[src/rtl/nd_array_packer_if.sv]
// Handshake and frame bus between a row-major element stream and the nd_array_packer.
// When ND_ARRAY_PACKER_LAST_CHECK_EN is defined, the bus also carries I_last and O_err.
interface nd_array_packer_if #(
  parameter int ROWS  = 12,
  parameter int COLS  = 16,
  parameter int WIDTH = 8
);
  logic [WIDTH-1:0]                       I_data;
  logic                                   I_valid;
  logic                                   I_ready;
  logic                                   I_tag__0;
  logic [2:0]                             I_tag__1;
  logic [ROWS-1:0][COLS-1:0][WIDTH-1:0]   O0;
  logic                                   O1__0;
  logic [2:0]                             O1__1;
  logic                                   O_valid;
  logic                                   O_ready;
`ifdef ND_ARRAY_PACKER_LAST_CHECK_EN
  logic                                   I_last;
  logic                                   O_err;

  modport master (
    output I_data, I_valid, I_tag__0, I_tag__1, I_last, O_ready,
    input  I_ready, O0, O1__0, O1__1, O_valid, O_err
  );

  modport slave (
    input  I_data, I_valid, I_tag__0, I_tag__1, I_last, O_ready,
    output I_ready, O0, O1__0, O1__1, O_valid, O_err
  );
`else
  modport master (
    output I_data, I_valid, I_tag__0, I_tag__1, O_ready,
    input  I_ready, O0, O1__0, O1__1, O_valid
  );

  modport slave (
    input  I_data, I_valid, I_tag__0, I_tag__1, O_ready,
    output I_ready, O0, O1__0, O1__1, O_valid
  );
`endif
endinterface

[src/rtl/nd_array_packer.sv]
// Packs a row-major element stream into a ROWS x COLS frame and holds it until consumed.
// Optional ND_ARRAY_PACKER_LAST_CHECK_EN adds I_last framing with an O_err flag.
//
// state  | meaning
// S_FILL | accepting elements, writing O0[row][col]
// S_HOLD | complete frame presented on O0/O1 with O_valid=1
module nd_array_packer #(
  parameter int ROWS  = 12,
  parameter int COLS  = 16,
  parameter int WIDTH = 8
) (
  input  logic          CLK,
  input  logic          RESETN,
  nd_array_packer_if.slave bus
);

  localparam int RW = (ROWS > 1) ? $clog2(ROWS) : 1;
  localparam int CW = (COLS > 1) ? $clog2(COLS) : 1;
  localparam logic [RW-1:0] ROW_LAST = RW'(ROWS - 1);
  localparam logic [CW-1:0] COL_LAST = CW'(COLS - 1);

  typedef enum logic {
    S_FILL = 1'b0,
    S_HOLD = 1'b1
  } state_t;

  state_t                               state_q, state_d;
  logic [RW-1:0]                        row_q, row_d;
  logic [CW-1:0]                        col_q, col_d;
  logic                                 tag0_q, tag0_d;
  logic [2:0]                           tag1_q, tag1_d;
  logic [ROWS-1:0][COLS-1:0][WIDTH-1:0] frame_q;

  logic accept;
  logic at_first;
  logic at_final;
  logic end_frame;

`ifdef ND_ARRAY_PACKER_LAST_CHECK_EN
  logic err_q, err_d;
`endif

  always_comb begin
    accept    = bus.I_valid & (state_q == S_FILL);
    at_first  = (row_q == '0) && (col_q == '0);
    at_final  = (row_q == ROW_LAST) && (col_q == COL_LAST);
`ifdef ND_ARRAY_PACKER_LAST_CHECK_EN
    end_frame = at_final | bus.I_last;
`else
    end_frame = at_final;
`endif

    state_d = state_q;
    row_d   = row_q;
    col_d   = col_q;
    tag0_d  = tag0_q;
    tag1_d  = tag1_q;
`ifdef ND_ARRAY_PACKER_LAST_CHECK_EN
    err_d   = err_q;
`endif

    if (state_q == S_FILL) begin
      if (accept) begin
        if (at_first) begin
          tag0_d = bus.I_tag__0;
          tag1_d = bus.I_tag__1;
        end
        if (end_frame) begin
          state_d = S_HOLD;
          row_d   = '0;
          col_d   = '0;
`ifdef ND_ARRAY_PACKER_LAST_CHECK_EN
          // Error unless the count and the I_last marker agree on the final element.
          err_d   = ~(at_final & bus.I_last);
`endif
        end else if (col_q == COL_LAST) begin
          col_d = '0;
          row_d = row_q + RW'(1);
        end else begin
          col_d = col_q + CW'(1);
        end
      end
    end else begin
      if (bus.O_ready) begin
        state_d = S_FILL;
        row_d   = '0;
        col_d   = '0;
`ifdef ND_ARRAY_PACKER_LAST_CHECK_EN
        err_d   = 1'b0;
`endif
      end
    end
  end

  always_ff @(posedge CLK) begin
    if (!RESETN) begin
      state_q <= S_FILL;
      row_q   <= '0;
      col_q   <= '0;
      tag0_q  <= 1'b0;
      tag1_q  <= '0;
      frame_q <= '0;
`ifdef ND_ARRAY_PACKER_LAST_CHECK_EN
      err_q   <= 1'b0;
`endif
    end else begin
      state_q <= state_d;
      row_q   <= row_d;
      col_q   <= col_d;
      tag0_q  <= tag0_d;
      tag1_q  <= tag1_d;
`ifdef ND_ARRAY_PACKER_LAST_CHECK_EN
      err_q   <= err_d;
`endif
      // row/col never leave their ranges, so the write index is always legal.
      if (accept) begin
        frame_q[row_q][col_q] <= bus.I_data;
      end
    end
  end

  assign bus.I_ready = (state_q == S_FILL);
  assign bus.O_valid = (state_q == S_HOLD);
  assign bus.O0      = frame_q;
  assign bus.O1__0   = tag0_q;
  assign bus.O1__1   = tag1_q;
`ifdef ND_ARRAY_PACKER_LAST_CHECK_EN
  assign bus.O_err   = err_q;
`endif

endmodule

[src/flat_wrapper.sv]
// flat-port wrapper written by rule: the top's interface ports become plain ports
module nd_array_packer_flat 
#(
  parameter int ROWS  = 12,
  parameter int COLS  = 16,
  parameter int WIDTH = 8
)
  (CLK, RESETN, bus_I_data, bus_I_valid, bus_I_tag__0, bus_I_tag__1, bus_O_ready, bus_I_ready, bus_O0, bus_O1__0, bus_O1__1, bus_O_valid);
  nd_array_packer_if #(.ROWS(ROWS), .COLS(COLS), .WIDTH(WIDTH)) bus_i ();
  input  logic CLK;
  input  logic RESETN;
  input wire logic [$bits(bus_i.I_data)-1:0] bus_I_data;
  input wire logic [$bits(bus_i.I_valid)-1:0] bus_I_valid;
  input wire logic [$bits(bus_i.I_tag__0)-1:0] bus_I_tag__0;
  input wire logic [$bits(bus_i.I_tag__1)-1:0] bus_I_tag__1;
  input wire logic [$bits(bus_i.O_ready)-1:0] bus_O_ready;
  output wire logic [$bits(bus_i.I_ready)-1:0] bus_I_ready;
  output wire logic [$bits(bus_i.O0)-1:0] bus_O0;
  output wire logic [$bits(bus_i.O1__0)-1:0] bus_O1__0;
  output wire logic [$bits(bus_i.O1__1)-1:0] bus_O1__1;
  output wire logic [$bits(bus_i.O_valid)-1:0] bus_O_valid;
  assign bus_i.I_data = bus_I_data;
  assign bus_i.I_valid = bus_I_valid;
  assign bus_i.I_tag__0 = bus_I_tag__0;
  assign bus_i.I_tag__1 = bus_I_tag__1;
  assign bus_i.O_ready = bus_O_ready;
  assign bus_I_ready = bus_i.I_ready;
  assign bus_O0 = bus_i.O0;
  assign bus_O1__0 = bus_i.O1__0;
  assign bus_O1__1 = bus_i.O1__1;
  assign bus_O_valid = bus_i.O_valid;
  nd_array_packer #(.ROWS(ROWS), .COLS(COLS), .WIDTH(WIDTH)) u_core (.CLK(CLK), .RESETN(RESETN), .bus(bus_i));
endmodule
[config.mk]
export PLATFORM = sky130hd
export DESIGN_NAME = nd_array_packer_flat
export DESIGN_NICKNAME = d
export VERILOG_FILES = /design/src/rtl/nd_array_packer_if.sv /design/src/rtl/nd_array_packer.sv /design/src/flat_wrapper.sv
export SDC_FILE = /design/constraint.sdc
export NUM_CORES = 2
export LEC_CHECK = 0
export BUFFER_PORTS_ARGS = -buffer_cell sky130_fd_sc_hd__buf_2
export CORE_AREA = 4 4 609 611
export DETAILED_ROUTE_END_ITERATION = 10
export DIE_AREA = 0 0 613 615
export PLACE_DENSITY = 0.3
export SETUP_SLACK_MARGIN = 0.1
export SLEW_MARGIN = 20
export SYNTH_ARGS = -nofsm -noshare
export SYNTH_HDL_FRONTEND = slang
export SYNTH_SLANG_ARGS = --single-unit
export TNS_END_PERCENT = 30
[constraint.sdc]
create_clock -name CLK -period 2.38 [get_ports CLK]
set_input_delay 0.238 -clock CLK [delete_from_list [all_inputs] [get_ports CLK]]
set_output_delay 0.238 -clock CLK [all_outputs]
set_load 0.02 [all_outputs]
== Word-level counts from Yosys, hierarchy flattened ==
Cells that the tools add are included.
W data, S select, Z words.
Word-level totals
  register bits after elaboration: 1549
  output and inout port bits: 1542
  word-level logic and storage cells: 237
Cells by class
  add/subtract/negate cells: 2
  magnitude comparators: 4
  equal/unequal tests: 3
  mux-type cells: 18
  bitwise gates (word level): 2
  reduce and logical (&&, ||, !) cells: 11
Operator list (number)
  $bwmux W1536: 1
  $demux W128 S4: 1
  $mux W128: 1
  $mux W4: 9
  $demux W8 S4: 1
  $lt A4 B5 Y1 const B: 2
  $add A4 B1 Y4 const B: 2
  $eq A4 B4 Y1 const B: 2
  $ge A4 B1 Y1 const B: 2
  $logic_not A4 Y1: 2
  $mux W8: 1
  $reduce_and A3 Y1: 2
  $logic_and A1 B1 Y1: 4
  $mux W1: 4
  $reduce_bool A3 Y1: 1
  $ne A2 B2 Y1 const B: 1
  $reduce_and A2 Y1: 1
  $reduce_bool A2 Y1: 1
  $and A1 B1 Y1: 1
  $not A1 Y1: 1

== Longest topological paths before layout ==
  depth in word-level cells: 7
  gate-level depth with buffers: 9
  mapped depth without buffers: 5

== Least setup slack after synthesis ==
OpenSTA, ideal clock, no wires.
  kind: reg-to-reg
  start: register u_core.row_q[0]
  end: register u_core.frame_q, in the netlist u_core.bus.O0[107]
  library setup time: 72 ps
  arrival time: 1960 ps
  data required time: 2308 ps
  path slack: 348 ps
  cell stages (with the launch flop): 8
  buffers on the path: 2
  clock period less this slack: 2032 ps
  cell sequence: dfxtp_1 > inv_1 > ha_1 > clkbuf_1 > buf_2 > nand4b_4 > nor2_2 > mux2i_1
On the way
  longest elaborated chain between the ends: 5
  elaborated cells between the ends (all ways): 6
RTL lines
  start: declaration: line nd_array_packer.sv:28  | logic [RW-1:0] row_q, row_d;
  start signal: assignment: line nd_array_packer.sv:108  | row_q <= row_d;
  $lt A4 B5 Y1 (not written as such) / $ge A4 B1 Y1 (equally long branches): line nd_array_packer.sv:117  | frame_q[row_q][col_q] <= bus.I_data;
  $logic_and A1 B1 Y1 (not written as such): line nd_array_packer.sv:117
  $mux W128 (not written as such): line nd_array_packer.sv:117
  $demux W128 S4 (*)
  $bwmux W1536 (*): line nd_array_packer.sv:117
  end signal: indexed assignment: line nd_array_packer.sv:117
  end: declaration: line nd_array_packer.sv:32  | logic [ROWS-1:0][COLS-1:0][WIDTH-1:0] frame_q;
Mark *: on every way between the ends. The rest lies on a longest branch, timed or not.
A chain may end at the register's enable or synchronous reset.

== Final worst setup path ==
  start: register u_core.col_q[2]
  end: register u_core.frame_q, in the netlist u_core.bus.O0[380]
On the way
  longest elaborated chain between the ends: 7
  elaborated cells between the ends (all ways): 8
RTL lines
  start: declaration: line nd_array_packer.sv:29  | logic [CW-1:0] col_q, col_d;
  start signal: assignment: line nd_array_packer.sv:109  | col_q <= col_d;
  $lt A4 B5 Y1 (not written as such) / $ge A4 B1 Y1 (equally long branches): line nd_array_packer.sv:117
  $logic_and A1 B1 Y1 (not written as such): line nd_array_packer.sv:117
  $mux W8 (not written as such): line nd_array_packer.sv:117
  $demux W8 S4 (*)
  $mux W128 (not written as such) (*): line nd_array_packer.sv:117
  $demux W128 S4 (*)
  $bwmux W1536 (*): line nd_array_packer.sv:117
Marks and branches as above.

==> reports/metrics.yaml <==
status: "complete, no violations"
ys_ff_latch: 1549
timing.fmax_mhz: 461.7
dp.final_hpwl_microns: 245600
cts_num_sinks: 1549
routedWlPerCell_microns: 27.91
vias_per_cell: 4.251
grt_max_degree: 173
startpoint_type: "flop"
synthDistinctLibCells: 43
min_path_type: "input port to flop"
synth_top_area_cell: "dfxtp_1"
area_growth_pct: 37.49
syn-cell-area_sq_um: 59110
cp.arrival_ns: 2.93
slew_headroom: 0.3161
final_antenna_net_count: 0
yosys.area.top_type_share: 0.5246
die_height_microns: 615
p_seq_frac: 0.440
drc: 0
vias: 54160
die_x_microns: 613
postSynth.asyncResetShare: 0
dr.pass1.iters: 5
grt_overflow_total: 0
coreArea_sq_um: 365000
synth.top_cells.by_count: "dfxtp_1 (1549), nand2_1 (787), a21oi_1 (774), mux2i_1 (774), nand3_1 (773)"
setup_ws_ns: 0.2141
worst_pin_slew_ns: 1.026
finalHoldViolCount: 0
p_per_area_nw_per_um2: 725.8
rsz0062_at_grt: "true"
worstSetupPathType: "flop to flop"
portBuffers: 1557
drive_gt1_frac: 0.2968
fill_cells: 40000
wl_microns: 355600
power.share.clock: 0.523
postSynthAreaPerCell_sq_um: 9.258
drt_iter0_markers: 4187
period_needed_ns: 2.166
finalClockSkew_ns: 0.06135
finalWeightedCongestion: 0.7675
clock_path_buffers: 4
peakVddDrop_v: 0.0005822
postCtsResizedCells: 0
period_share: 0.9100
synth.area.top_cells: "dfxtp_1 (52%), mux2i_1 (13%), a21oi_1 (6.6%), nand3_1 (6.5%), nand2_1 (5.0%)"
ys_seq_area_frac: 0.5246
num_rows: 222
grt_util_all_layers: 0.1794
setup_viol: 0
tns_ns: 0
p_leak_nw: 32.00
die_area_sq_um: 377000
initial_core_util: 0.1619
cts-root-buf: "clkbuf_16"
final_nets: 7787
io_pins: 1558
cts_tree: "built"
drv_slew: 0
h-tree-depth: 4
syn_nets: 6409
p_int_mw: 44.36
pre_cts_slack_ns: 0.08576
place_area_sq_um: 74500
maxCapViolations: 0
numPlacedInstances: 12360
cts_inserted_buffers: 199
postLayoutCellArea_sq_um: 81270
synth_edf_count: 0
insertion_delay_ns: 0.91
clkTransAtPathRegs_ns: 0.06
critical_path.endpoint_type: "flop"
p_switching_mw: 14.63
crit_required_ns: 3.14
syn_inst: 6385
crit_fanout: 26
post-synth-top-count-cell: "dfxtp_1"
swShare: 0.2480
instances_no_fill: 12740
antenna_found_initial: 13
synth_flop_cell: "dfxtp_1"
grt_pass1_wl_microns: 479400
grt_pass1_vias: 52860
combPwrFrac: 0.037
yosys_warnings: 0
[worst paths after layout]
| path | startpoint | endpoint | slack (ns) | cells past startpoint |
|---|---|---|---|---|
| max reg2reg | u_core.col_q[2]$_SDFFE_PN0P_ | u_core.bus.O0[380]$_SDFFE_PN0P_ | 0.21 | 6 |
| max | u_core.col_q[2]$_SDFFE_PN0P_ | u_core.bus.O0[380]$_SDFFE_PN0P_ | 0.21 | 6 |
| min | bus_I_valid | u_core.col_q[0]$_SDFFE_PN0P_ | 0.17 | 5 |
| min reg2reg | u_core.bus.O0[384]$_SDFFE_PN0P_ | u_core.bus.O0[384]$_SDFFE_PN0P_ | 0.45 | 2 |
[cells in the final DEF (no fill, tap or decap), types with 6 or more instances in the layout]
| cell | Yosys | final |
|---|---|---|
| o21ai_1 | 357 | 357 |
| nand4b_4 | 12 | 12 |
| a21oi_1 | 774 | 774 |
| dlygate4sd3_1 | 0 | 16 |
| mux2i_1 | 774 | 774 |
| buf_4 | 4 | 180 |
| o21ai_0 | 412 | 412 |
| clkbuf_1 | 546 | 55 |
| nand2_4 | 0 | 8 |
| nor2_2 | 13 | 12 |
| buf_12 | 2 | 147 |
| nor2_4 | 47 | 48 |
| clkinv_2 | 0 | 24 |
| clkbuf_16 | 0 | 202 |
| nand4b_2 | 12 | 12 |
| nand2_1 | 787 | 779 |
| and4b_1 | 42 | 33 |
| bufinv_16 | 0 | 6 |
| dfxtp_1 | 1549 | 1544 |
| nand3_1 | 773 | 773 |
| nand4b_1 | 26 | 26 |
| nor2_8 | 36 | 36 |
| buf_2 | 120 | 1547 |
| inv_1 | 7 | 7 |
| clkbuf_8 | 0 | 55 |
| and4b_2 | 0 | 7 |
| ha_2 | 0 | 8 |
| inv_6 | 0 | 6 |
[final cells by class]
| cell class | count | area, sq um | area share |
|---|---|---|---|
| clock inverter | 47 | 510.5 | 0.006281 |
| sequential | 1549 | 31020 | 0.3817 |
| antenna | 5 | 12.51 | 0.0001540 |
| clock buffer | 312 | 6018 | 0.07405 |
| timing repair buffer | 1896 | 12270 | 0.1510 |
| multi-input combinational | 4109 | 25380 | 0.3122 |
| tap | 4816 | 6026 | 0.07414 |
| inverter | 8 | 37.54 | 0.0004619 |
[metrics by stage]
stage                     utilization  power [mW]  hold slack [ns]
after global routing           0.2227       61.06           0.1097
after global placement         0.2041       28.77           0.4405
after detailed placement       0.2041       28.77           0.4428
after floorplan                     -       27.53           0.3802
after CTS                      0.2225       60.16          0.03100
final                          0.2227       58.98           0.1673
[power by group through the flow]
stage	clock network [mW]	logic, mW	registers, mW
after floorplan	0	0.958	26.6
after global placement	0	2.23	26.5
after detailed placement	0	2.22	26.5
after CTS	31.9	2.25	26.0
after global routing	32.8	2.29	26.0
final	30.8	2.17	26.0
[critical path, cell delays in order (launching register included)]
cell and delay (ns):
dfxtp_2 0.52, buf_4 0.29, nand4bb_4 0.15, buf_12 0.19, buf_4 0.23, nor2_4 0.36
mux2i_1 0.25
[flip-flops by register name, summed over array words and instances, names as in the netlist]
signal / count
u_core.bus.O0: 1536
u_core.bus.O1__0: 1
u_core.bus.O1__1: 3
u_core.bus.O_valid: 1
u_core.col_q: 4
u_core.row_q: 4
[cells by family (layout without fill, tap and decap cells)]
group,after synthesis,in the layout,share of synthesized area
fa+ha+maj,8,8,0.001693
buf+inv,727,2263,0.05015
compound gates,1550,1550,0.1316
other cells,0,5,0
mux,774,774,0.1311
flops,1549,1549,0.5246
simple gates,1777,1777,0.1609
[repair_timing]
item	4_1_cts	5_1_grt
hold endpoints to repair	344	0
pin swaps	1	2
hold buffers	16	0
setup endpoints to repair	5	50
buffers inserted	2	2
[routing by layer]
layer	part of all wire	global-route usage	vias up	wire, microns
li1	-	-	24960	-
met1	0.41	0.2149	26990	144300
met2	0.49	0.3099	1797	173900
met3	0.067	0.04517	418	23940
met4	0.038	0.06103	0	13480
met5	0	0	-	0
No activity file was read; power rests on OpenSTA's default activity.
